--- src/rtl/nvdla_glb_csb_intr_gen.sv ---
// CSB front end for the global interrupt block: register file for NUM_CH
// done sources (mask / set / W1C status) plus count/timeout interrupt coalescing.
module nvdla_glb_csb_intr_gen #(
  parameter int          NUM_CH = 12,
  parameter logic [31:0] HW_VER = 32'h0001_0001,
  parameter int          CNT_W  = 16
) (
  input  logic              nvdla_core_clk,
  input  logic              nvdla_core_rst,
  input  logic              csb2glb_req_pvld,
  output logic              csb2glb_req_prdy,
  input  logic [62:0]       csb2glb_req_pd,
  output logic              glb2csb_resp_valid,
  output logic [33:0]       glb2csb_resp_pd,
  input  logic [NUM_CH-1:0] done_pulse,
  output logic [NUM_CH-1:0] done_mask,
  output logic [NUM_CH-1:0] done_status,
  output logic              core_intr
);

  typedef struct packed {
    logic        nposted;
    logic        write;
    logic [31:0] wdat;
    logic [9:0]  addr;
  } req_t;

  localparam logic [9:0] A_VER  = 10'h000;
  localparam logic [9:0] A_MASK = 10'h001;
  localparam logic [9:0] A_SET  = 10'h002;
  localparam logic [9:0] A_STAT = 10'h003;
  localparam logic [9:0] A_COAL = 10'h004;
  localparam logic [9:0] A_PEND = 10'h005;

  logic              req_vld_q, req_vld_d;
  req_t              req_q, req_d;
  logic              resp_valid_q, resp_valid_d;
  logic [33:0]       resp_pd_q, resp_pd_d;
  logic [NUM_CH-1:0] mask_q, mask_d;
  logic [NUM_CH-1:0] status_q, status_d;
  logic [7:0]        thresh_q, thresh_d;
  logic [CNT_W-1:0]  timeout_q, timeout_d;
  logic [CNT_W-1:0]  timer_q, timer_d;
  logic              intr_q, intr_d;

  logic [NUM_CH-1:0] set_wr, w1c;
  logic [31:0]       rd_data;
  logic              mapped, wr_en;
  logic [5:0]        pend;
  logic [7:0]        eff_thresh;
  logic              unused_req;

  // srcpriv, wrbe, level and the upper address bits carry no meaning here
  assign unused_req = ^{csb2glb_req_pd[62:56], csb2glb_req_pd[21:10]};

  assign csb2glb_req_prdy   = 1'b1;
  assign glb2csb_resp_valid = resp_valid_q;
  assign glb2csb_resp_pd    = resp_pd_q;
  assign done_mask          = mask_q;
  assign done_status        = status_q;
  assign core_intr          = intr_q;

  always_comb begin
    req_vld_d       = csb2glb_req_pvld;
    req_d.addr      = csb2glb_req_pd[9:0];
    req_d.wdat      = csb2glb_req_pd[53:22];
    req_d.write     = csb2glb_req_pd[54];
    req_d.nposted   = csb2glb_req_pd[55];
  end

  always_comb begin
    pend = '0;
    for (int i = 0; i < NUM_CH; i++)
      pend = pend + {5'b0, status_q[i] & ~mask_q[i]};
    eff_thresh = (thresh_q == 8'd0) ? 8'd1 : thresh_q;
  end

  // decode stage: reads see registers as they stand this cycle
  always_comb begin
    mapped    = (req_q.addr <= A_PEND);
    wr_en     = req_vld_q & req_q.write & mapped;
    rd_data   = '0;
    mask_d    = mask_q;
    thresh_d  = thresh_q;
    timeout_d = timeout_q;
    set_wr    = '0;
    w1c       = '0;
    case (req_q.addr)
      A_VER:  rd_data = HW_VER;
      A_MASK: rd_data[NUM_CH-1:0] = mask_q;
      A_STAT: rd_data[NUM_CH-1:0] = status_q;
      A_COAL: begin
        rd_data[7:0]        = thresh_q;
        rd_data[CNT_W+15:16] = timeout_q;
      end
      A_PEND: rd_data[5:0] = pend;
      default: rd_data = '0;
    endcase
    if (wr_en) begin
      case (req_q.addr)
        A_MASK: mask_d = req_q.wdat[NUM_CH-1:0];
        A_SET:  set_wr = req_q.wdat[NUM_CH-1:0];
        A_STAT: w1c    = req_q.wdat[NUM_CH-1:0];
        A_COAL: begin
          thresh_d  = req_q.wdat[7:0];
          timeout_d = req_q.wdat[CNT_W+15:16];
        end
        default: ;
      endcase
    end
    resp_valid_d = req_vld_q & (~req_q.write | req_q.nposted);
    resp_pd_d    = {req_q.write, ~mapped,
                    (req_q.write | ~mapped) ? 32'h0 : rd_data};
  end

  // set beats clear on the same bit
  always_comb begin
    status_d = (status_q & ~w1c) | done_pulse | set_wr;
  end

  always_comb begin
    timer_d = timer_q;
    if (pend == 6'd0 || intr_q)  timer_d = '0;
    else if (timer_q != '1)      timer_d = timer_q + CNT_W'(1);
    if (intr_q)
      intr_d = (pend != 6'd0);
    else
      intr_d = ({2'b0, pend} >= eff_thresh) ||
               ((timeout_q != '0) && (pend != 6'd0) &&
                (timer_q == timeout_q - CNT_W'(1)));
  end

  always_ff @(posedge nvdla_core_clk) begin
    if (nvdla_core_rst) begin
      req_vld_q    <= 1'b0;
      req_q        <= '0;
      resp_valid_q <= 1'b0;
      resp_pd_q    <= '0;
      mask_q       <= '1;
      status_q     <= '0;
      thresh_q     <= 8'd1;
      timeout_q    <= '0;
      timer_q      <= '0;
      intr_q       <= 1'b0;
    end else begin
      req_vld_q    <= req_vld_d;
      req_q        <= req_d;
      resp_valid_q <= resp_valid_d;
      resp_pd_q    <= resp_pd_d;
      mask_q       <= mask_d;
      status_q     <= status_d;
      thresh_q     <= thresh_d;
      timeout_q    <= timeout_d;
      timer_q      <= timer_d;
      intr_q       <= intr_d;
    end
  end

endmodule

--- config.mk ---
export PLATFORM = sky130hd
export DESIGN_NAME = nvdla_glb_csb_intr_gen
export DESIGN_NICKNAME = d
export VERILOG_FILES = /design/src/rtl/nvdla_glb_csb_intr_gen.sv
export SDC_FILE = /design/constraint.sdc
export NUM_CORES = 1
export LEC_CHECK = 0
export CAP_MARGIN = 20
export CORE_ASPECT_RATIO = 0.9
export CORE_MARGIN = 2
export CORE_UTILIZATION = 45
export CTS_CLUSTER_SIZE = 25
export DETAILED_ROUTE_END_ITERATION = 6
export PLACE_DENSITY = 0.76
export SLEW_MARGIN = 20
export SYNTH_ARGS = -nofsm -noshare
export SYNTH_HDL_FRONTEND = slang
export SYNTH_SLANG_ARGS = --single-unit
--- constraint.sdc ---
create_clock -name nvdla_core_clk -period 4.2 [get_ports nvdla_core_clk]
set_input_delay 0.84 -clock nvdla_core_clk [delete_from_list [all_inputs] [get_ports nvdla_core_clk]]
set_output_delay 0.84 -clock nvdla_core_clk [all_outputs]
set_load 0.02 [all_outputs]
After elaboration in Yosys (flattened, before gate mapping)
Index checks and enable logic that the tools add are counted.
{ "totals": {"ram_bits": 0, "word_cells": 94, "n_memories": 0, "regBits": 145, "latch_bits": 0, "romBits": 0, "inputBits": 78} }
{ "classes": {"mul": 0, "n_mux": 10, "n_reduce_logical": 13, "shifts": 0, "order_cmp": 2, "n_div": 0, "eq_ne": 7, "add_sub_neg": 13, "n_bitwise": 35} }
{ "ops": {"columns": ["cell", "n"], "rows": [
  ["$mux W12", 4],
  ["$add A6 B1 Y6", 6],
  ["$pmux W16 S2", 1],
  ["$pmux W6 S5", 1],
  ["$or A12 B12 Y12", 2],
  ["$eq A10 B2 Y1 const B", 2],
  ["$eq A10 B3 Y1 const B", 2],
  ["$add A16 B1 Y16 const B", 1],
  ["$eq A16 B16 Y1", 1],
  ["$ne A16 B16 Y1 const B", 1],
  ["$reduce_bool A16 Y1", 1],
  ["$sub A16 B1 Y16 const B", 1],
  ["$and A1 B1 Y1", 15],
  ["$not A1 Y1", 14],
  ["$and A12 B12 Y12", 1],
  ["$not A12 Y12", 1],
  ["$eq A10 B1 Y1 const B", 1],
  ["$le A10 B3 Y1 const B", 1],
  ["$logic_not A10 Y1", 1],
  ["$ge A6 B8 Y1", 1],
  ["$logic_not A8 Y1", 1],
  ["$mux W8", 1],
  ["$pmux W4 S2", 1],
  ["$add A5 B1 Y6", 1],
  ["other kinds (13)", 18]
]} }

Depth between registers and ports, before layout
{ "logic_depth": {"ltp_word": 18, "ltp_mapped": 16} }

Worst setup path after synthesis
No wires, ideal clock.
{ "synth_path": {"path_kind": "reg-to-reg", "from": "register mask_q[0], in the netlist done_mask[0]", "to": "register intr_q, in the netlist core_intr", "n_path_buf": 0, "path_stages_with_launch": 16, "required_ns": 4.075, "slack_ns": -0.505, "arrival_time_ns": 4.580, "path_cell_list": "dfxtp_1 nor2b_1 fa_1 inv_1 fa_1 fa_1 inv_1 fa_1 ha_1 fa_1 ha_1 a21o_1 maj3_1 a21o_1 a32oi_1 o31ai_1"} }
{ "synth_via": {"elab_chain_len": 18, "word_cells_on_any_way": 19} }
{ "synth_rtl": {"columns": ["element", "line_no", "source"], "rows": [
  ["start, declared", "39", "logic [NUM_CH-1:0] mask_q, mask_d;"],
  ["start signal, assigned", "150", "mask_q <= mask_d;"],
  ["$not A1 Y1 (*)", "74", "pend = pend + {5'b0, status_q[i] & ~mask_q[i]};"],
  ["$and A1 B1 Y1 (*)", "74", null],
  ["$add A1 B1 Y2 (*)", "74", null],
  ["$add A2 B1 Y3 (*)", "74", null],
  ["$add A3 B1 Y4 (*)", "74", null],
  ["$add A4 B1 Y5 (*)", "74", null],
  ["$add A5 B1 Y6 (*)", "74", null],
  ["$add A6 B1 Y6 (*) (6 in a row)", "74", null],
  ["parallel branches: the longest is 4 deep, another holds $ge A6 B8 Y1", null, null],
  ["$mux W1 (*)", "125", "if (intr_q)"],
  ["end signal, assigned", "155", "intr_q <= intr_d;"],
  ["end, declared", "44", "logic intr_q, intr_d;"]
]} }
Mark *: on every way between the ends.
A chain may end at the register's enable or synchronous reset.

Worst setup path in the final report
{ "layout_path": {"from": "register status_q[1], in the netlist done_status[1]", "to": "register intr_q, in the netlist core_intr"} }
{ "layout_via": {"elab_chain_len": 17, "word_cells_on_any_way": 18} }
{ "layout_rtl": {"columns": ["element", "line_no", "source"], "rows": [
  ["start, declared", "40", "logic [NUM_CH-1:0] status_q, status_d;"],
  ["start signal, assigned", "151", "status_q <= status_d;"],
  ["$and A1 B1 Y1 (*)", "74", null],
  ["$add A1 B1 Y2 (*)", "74", null],
  ["$add A2 B1 Y3 (*)", "74", null],
  ["$add A3 B1 Y4 (*)", "74", null],
  ["$add A4 B1 Y5 (*)", "74", null],
  ["$add A5 B1 Y6 (*)", "74", null],
  ["$add A6 B1 Y6 (*) (6 in a row)", "74", null],
  ["parallel branches: the longest is 4 deep, another holds $ge A6 B8 Y1", null, null],
  ["$mux W1 (*)", "125", null]
]} }
Marked as above.

==> impl_metrics.py <==
metrics = {
    "run": {
        "drv_cap": 0,
    },
    "sta": {
        "final_hold_viol_count": 0,
        "final-setup-viol-count": 18,
        "fin_crit_sh_pct": 107.3,
        "number_of_max_slew_violations_in_the_final_report": 0,
        "layout_min_cycle_time_ps": 4507,
        "setup_tns_ps": -2801,
        "layout_setup_ws_ps": -306.7,
        "rsz0062_at_grt": "true",
        "fin_worst_hold_slack_ps": 436.2,
        "worstMarginPinSlew_ps": 1044,
        "skew_ps": 9.400,
        "fmax_ghz": 0.2219,
        "slew_headroom_pct": 30.20,
    },
    "worst_setup_path": {
        "cp.arrival_ps": 4810,
        "regToRegStartpoint": "done_status[1]$_SDFF_PP0_",
        "cp-start-kind": "flip-flop",
        "cp_max_fo": 2,
        "crit_type": "flip-flop to flip-flop",
        "path_cells": "nor2b_4, fa_1, inv_2, fa_1, fa_1, inv_1, fa_1, ha_2, fa_1, ha_1, a21o_1, maj3_2, a21o_1, a32oi_1, o31ai_1",
        "slowest_stage_delay_cp_ps": 540,
        "r2r-end": "core_intr$_SDFF_PP0_",
        "cpMaxStageDelayCell": "sky130_fd_sc_hd__fa_1",
        "reg2regPathDepth": 15,
        "required_time_of_the_critical_path_ps": 4510,
        "regToRegSetupSlack_ps": -310,
        "end_kind": "flip-flop",
        "cp_common_cell": "sky130_fd_sc_hd__fa_1",
    },
    "synth": {
        "synth-adder-area-share_pct": 4.480,
        "synth-seq-area-share_pct": 46.76,
        "synthTopCellsByArea": "sky130_fd_sc_hd__dfxtp_1 47%, sky130_fd_sc_hd__nor2b_1 5.9%, sky130_fd_sc_hd__nand2_1 5.8%",
        "postSynth.topFlopCell": "sky130_fd_sc_hd__dfxtp_1",
        "postSynthRegisterBits": 137,
        "main_combinational_cell_family_by_area_after_synthesis": "simple AND/OR/NAND/NOR gates",
        "synth.most_common_cell": "sky130_fd_sc_hd__dfxtp_1",
        "synth.lib_cells_used.distinct": 57,
        "async_flop_share_pct": 0,
        "synthSimpleGateAreaFrac_pct": 27.39,
        "synth_compound_gate_area_share_pct": 11.80,
        "synth-edff-count": 0,
        "synth_instances": 658,
        "area_share_of_xor_xnor_cells_in_the_synthesized_design_pct": 4.032,
        "netlist.top_cell.by_area": "sky130_fd_sc_hd__dfxtp_1",
        "syn_area_per_cell_um2": 8.914,
        "synth_top_area_share_pct": 46.76,
        "netlist_area_before_placement_um2": 5866,
        "synth.area.mux_share_pct": 1.387,
        "leading_cell_types_by_count_after_synthesis": "137 x sky130_fd_sc_hd__dfxtp_1, 90 x sky130_fd_sc_hd__nand2_1, 55 x sky130_fd_sc_hd__nor2b_1",
        "synth.yosys.warnings": 0,
    },
    "hold_path": {
        "min_path_type": "flip-flop to flip-flop",
        "hold_path_end": "timeout_q[0]$_SDFFE_PP0P_",
        "worstHoldPathCells": 2,
        "worstHoldStart": "req_q[26]$_SDFF_PP0_",
    },
    "clocking": {
        "cts_tree": "yes",
        "post_cts_hold_buffer_count": 0,
        "cts.htree.levels": 4,
        "clock-sinks": 137,
        "clockBufferDepth": 2,
        "numCtsBuffers": 17,
        "clkLatencyLatePin_ps": 430,
        "ctsRootBufferMaster": "sky130_fd_sc_hd__clkbuf_16",
        "reg_clk_slew_reported_paths_ps": 60,
    },
    "drt": {
        "firstDrtPassIters": 5,
        "drt.antenna.violating_nets": 0,
        "drc_viols": 0,
        "drt-wirelength-per-cell_um": 16.60,
        "postRouteWirelength_mm": 15.90,
        "avgViaCountPerCell": 5.320,
        "detail_route.iter0.violations": 434,
        "routed-via-count": 5097,
    },
    "floorplan": {
        "initial_core_util_pct": 46.23,
        "boundaryPins": 139,
        "floorplan.rows": 39,
        "chip_width_um": 124.3,
        "design.die.area_um2": 13970,
        "core_region_area_um2": 12690,
        "fp.dieH_um": 112.3,
    },
    "layout": {
        "utilization_pct": 63.30,
        "fin_nets": 876,
        "insertedDiodeCount": 0,
        "area_delta_synth_final_pct": 36.92,
        "final.fill_count": 1052,
        "layout_cells_sized_above_1_pct": 12.97,
    },
    "run_status": {
        "failed_checks": "setup timing",
        "outcome": "complete, but fails checks",
    },
    "place": {
        "post-dp-hpwl_mm": 11.39,
        "portBuffers": 110,
        "gp_routability_congestion": 0.9292,
        "pre_cts_slack_ps": -314.2,
    },
    "grt": {
        "grt_usage_pct": 23.03,
        "overflow": 0,
        "grt_pass1_wl_mm": 25.25,
        "grt_max_degree": 97,
        "grt_pass1_vias": 4890,
        "grt_antenna_before_repair": 0,
    },
    "pwr": {
        "ir_drop_uv": 279.1,
        "p_leak_nw": 3.149,
        "p_total_w": 0.003051,
        "power-per-cell-area_nw_per_um2": 379.9,
    },
}
## worst max-delay path by stage
stage,from,end,slack [ps],cells after the start
global placement,done_status[9]$_SDFF_PP0_,core_intr$_SDFF_PP0_,-270,15
global route,done_status[1]$_SDFF_PP0_,core_intr$_SDFF_PP0_,-420,15
CTS,done_status[0]$_SDFF_PP0_,core_intr$_SDFF_PP0_,-290,15
detailed placement,done_status[9]$_SDFF_PP0_,core_intr$_SDFF_PP0_,-310,15
finish,done_status[1]$_SDFF_PP0_,core_intr$_SDFF_PP0_,-310,15
floorplan,done_status[9]$_SDFF_PP0_,core_intr$_SDFF_PP0_,-220,15
## worst max-delay path: cells and delay by family (launching register included)
kind,cells,cell delay (ps)
adders and majority gates,8,3240
buffers and inverters,2,90
DFF,1,320
AOI/OAI and AO/OA,4,620
and+or+nand+nor,1,120
## power breakdown
group	internal [W]	leakage (nW)	switching [W]	total (W)
Sequential	0.00133	1.12	0.0000293	0.00136
Clock	0.000964	0.294	0.000552	0.00152
Combinational	0.0000999	1.74	0.0000738	0.000174
## layer usage
layer	share of wire [%]	routed length (um)	global-route usage, %	up-vias
li1	-	-	-	2467
met1	47	7427	32.49	2389
met2	44	6954	33.66	223
met3	8.2	1304	6.721	18
met4	1.3	213	8.315	0
met5	0	0	0	-
## registers in the layout, summed over array words and instances, names as in the netlist
name and count:
req_vld_q 1, done_mask 12, timer_q 16, done_status 12, glb2csb_resp_valid 1, timeout_q 16
glb2csb_resp_pd 30, core_intr 1, req_q 40, thresh_q 8
## cell type report
type / instances / area [um^2] / share of cell area [%]
Tap cell: 164 / 205.2 / 2.555
Inverter: 14 / 52.55 / 0.6543
Clock buffer: 21 / 460.4 / 5.733
Multi-Input combinational cell: 470 / 3034 / 37.78
Timing Repair Buffer: 142 / 1375 / 17.12
Clock inverter: 10 / 143.9 / 1.792
Sequential cell: 137 / 2760 / 34.37
## cells by family after synthesis
group / count (synthesis)
DFF: 137
other: 2
adders and majority gates: 17
and+or+nand+nor: 303
muxes: 8
xor gates and xnor gates: 27
buffers and inverters: 54
AOI/OAI and AO/OA: 110
## what timing repair did
| item | in CTS | in global routing |
|---|---|---|
| resized for setup | 22 | 15 |
| endpoints found under the setup margin | 17 | 19 |
| setup buffers | 6 | 2 |
| gates cloned | 1 | 0 |
| pin swaps | 10 | 6 |
## metrics by stage
step / area (um^2) / std cells
after floorplan: 5914 / 661
after global placement: 7236 / 920
after detailed placement: 7236 / 920
after CTS: 7995 / 958
after global routing: 8031 / 958
final: 8031 / 958
## layout by cell type (no fill, tap or decap), types with 8 or more instances in the layout
master,synthesis,layout
sky130_fd_sc_hd__dfxtp_1,137,127
sky130_fd_sc_hd__clkdlybuf4s50_1,0,109
sky130_fd_sc_hd__nand2_1,90,90
sky130_fd_sc_hd__nor2b_1,55,51
sky130_fd_sc_hd__a21oi_1,50,47
sky130_fd_sc_hd__nor2_1,45,38
sky130_fd_sc_hd__buf_4,5,24
sky130_fd_sc_hd__nand3_1,21,21
sky130_fd_sc_hd__and2_1,17,17
sky130_fd_sc_hd__xor2_1,18,17
sky130_fd_sc_hd__clkbuf_16,0,17
sky130_fd_sc_hd__a21o_1,15,15
sky130_fd_sc_hd__nand3b_1,15,15
sky130_fd_sc_hd__inv_1,14,12
sky130_fd_sc_hd__nand4_1,12,12
sky130_fd_sc_hd__o21ai_0,12,12
sky130_fd_sc_hd__nand2b_1,12,11
sky130_fd_sc_hd__xnor2_1,9,9
sky130_fd_sc_hd__a22oi_1,9,9
sky130_fd_sc_hd__ha_1,9,8
sky130_fd_sc_hd__dfxtp_2,0,8
Note: power is estimated with default switching activity, not from simulation.
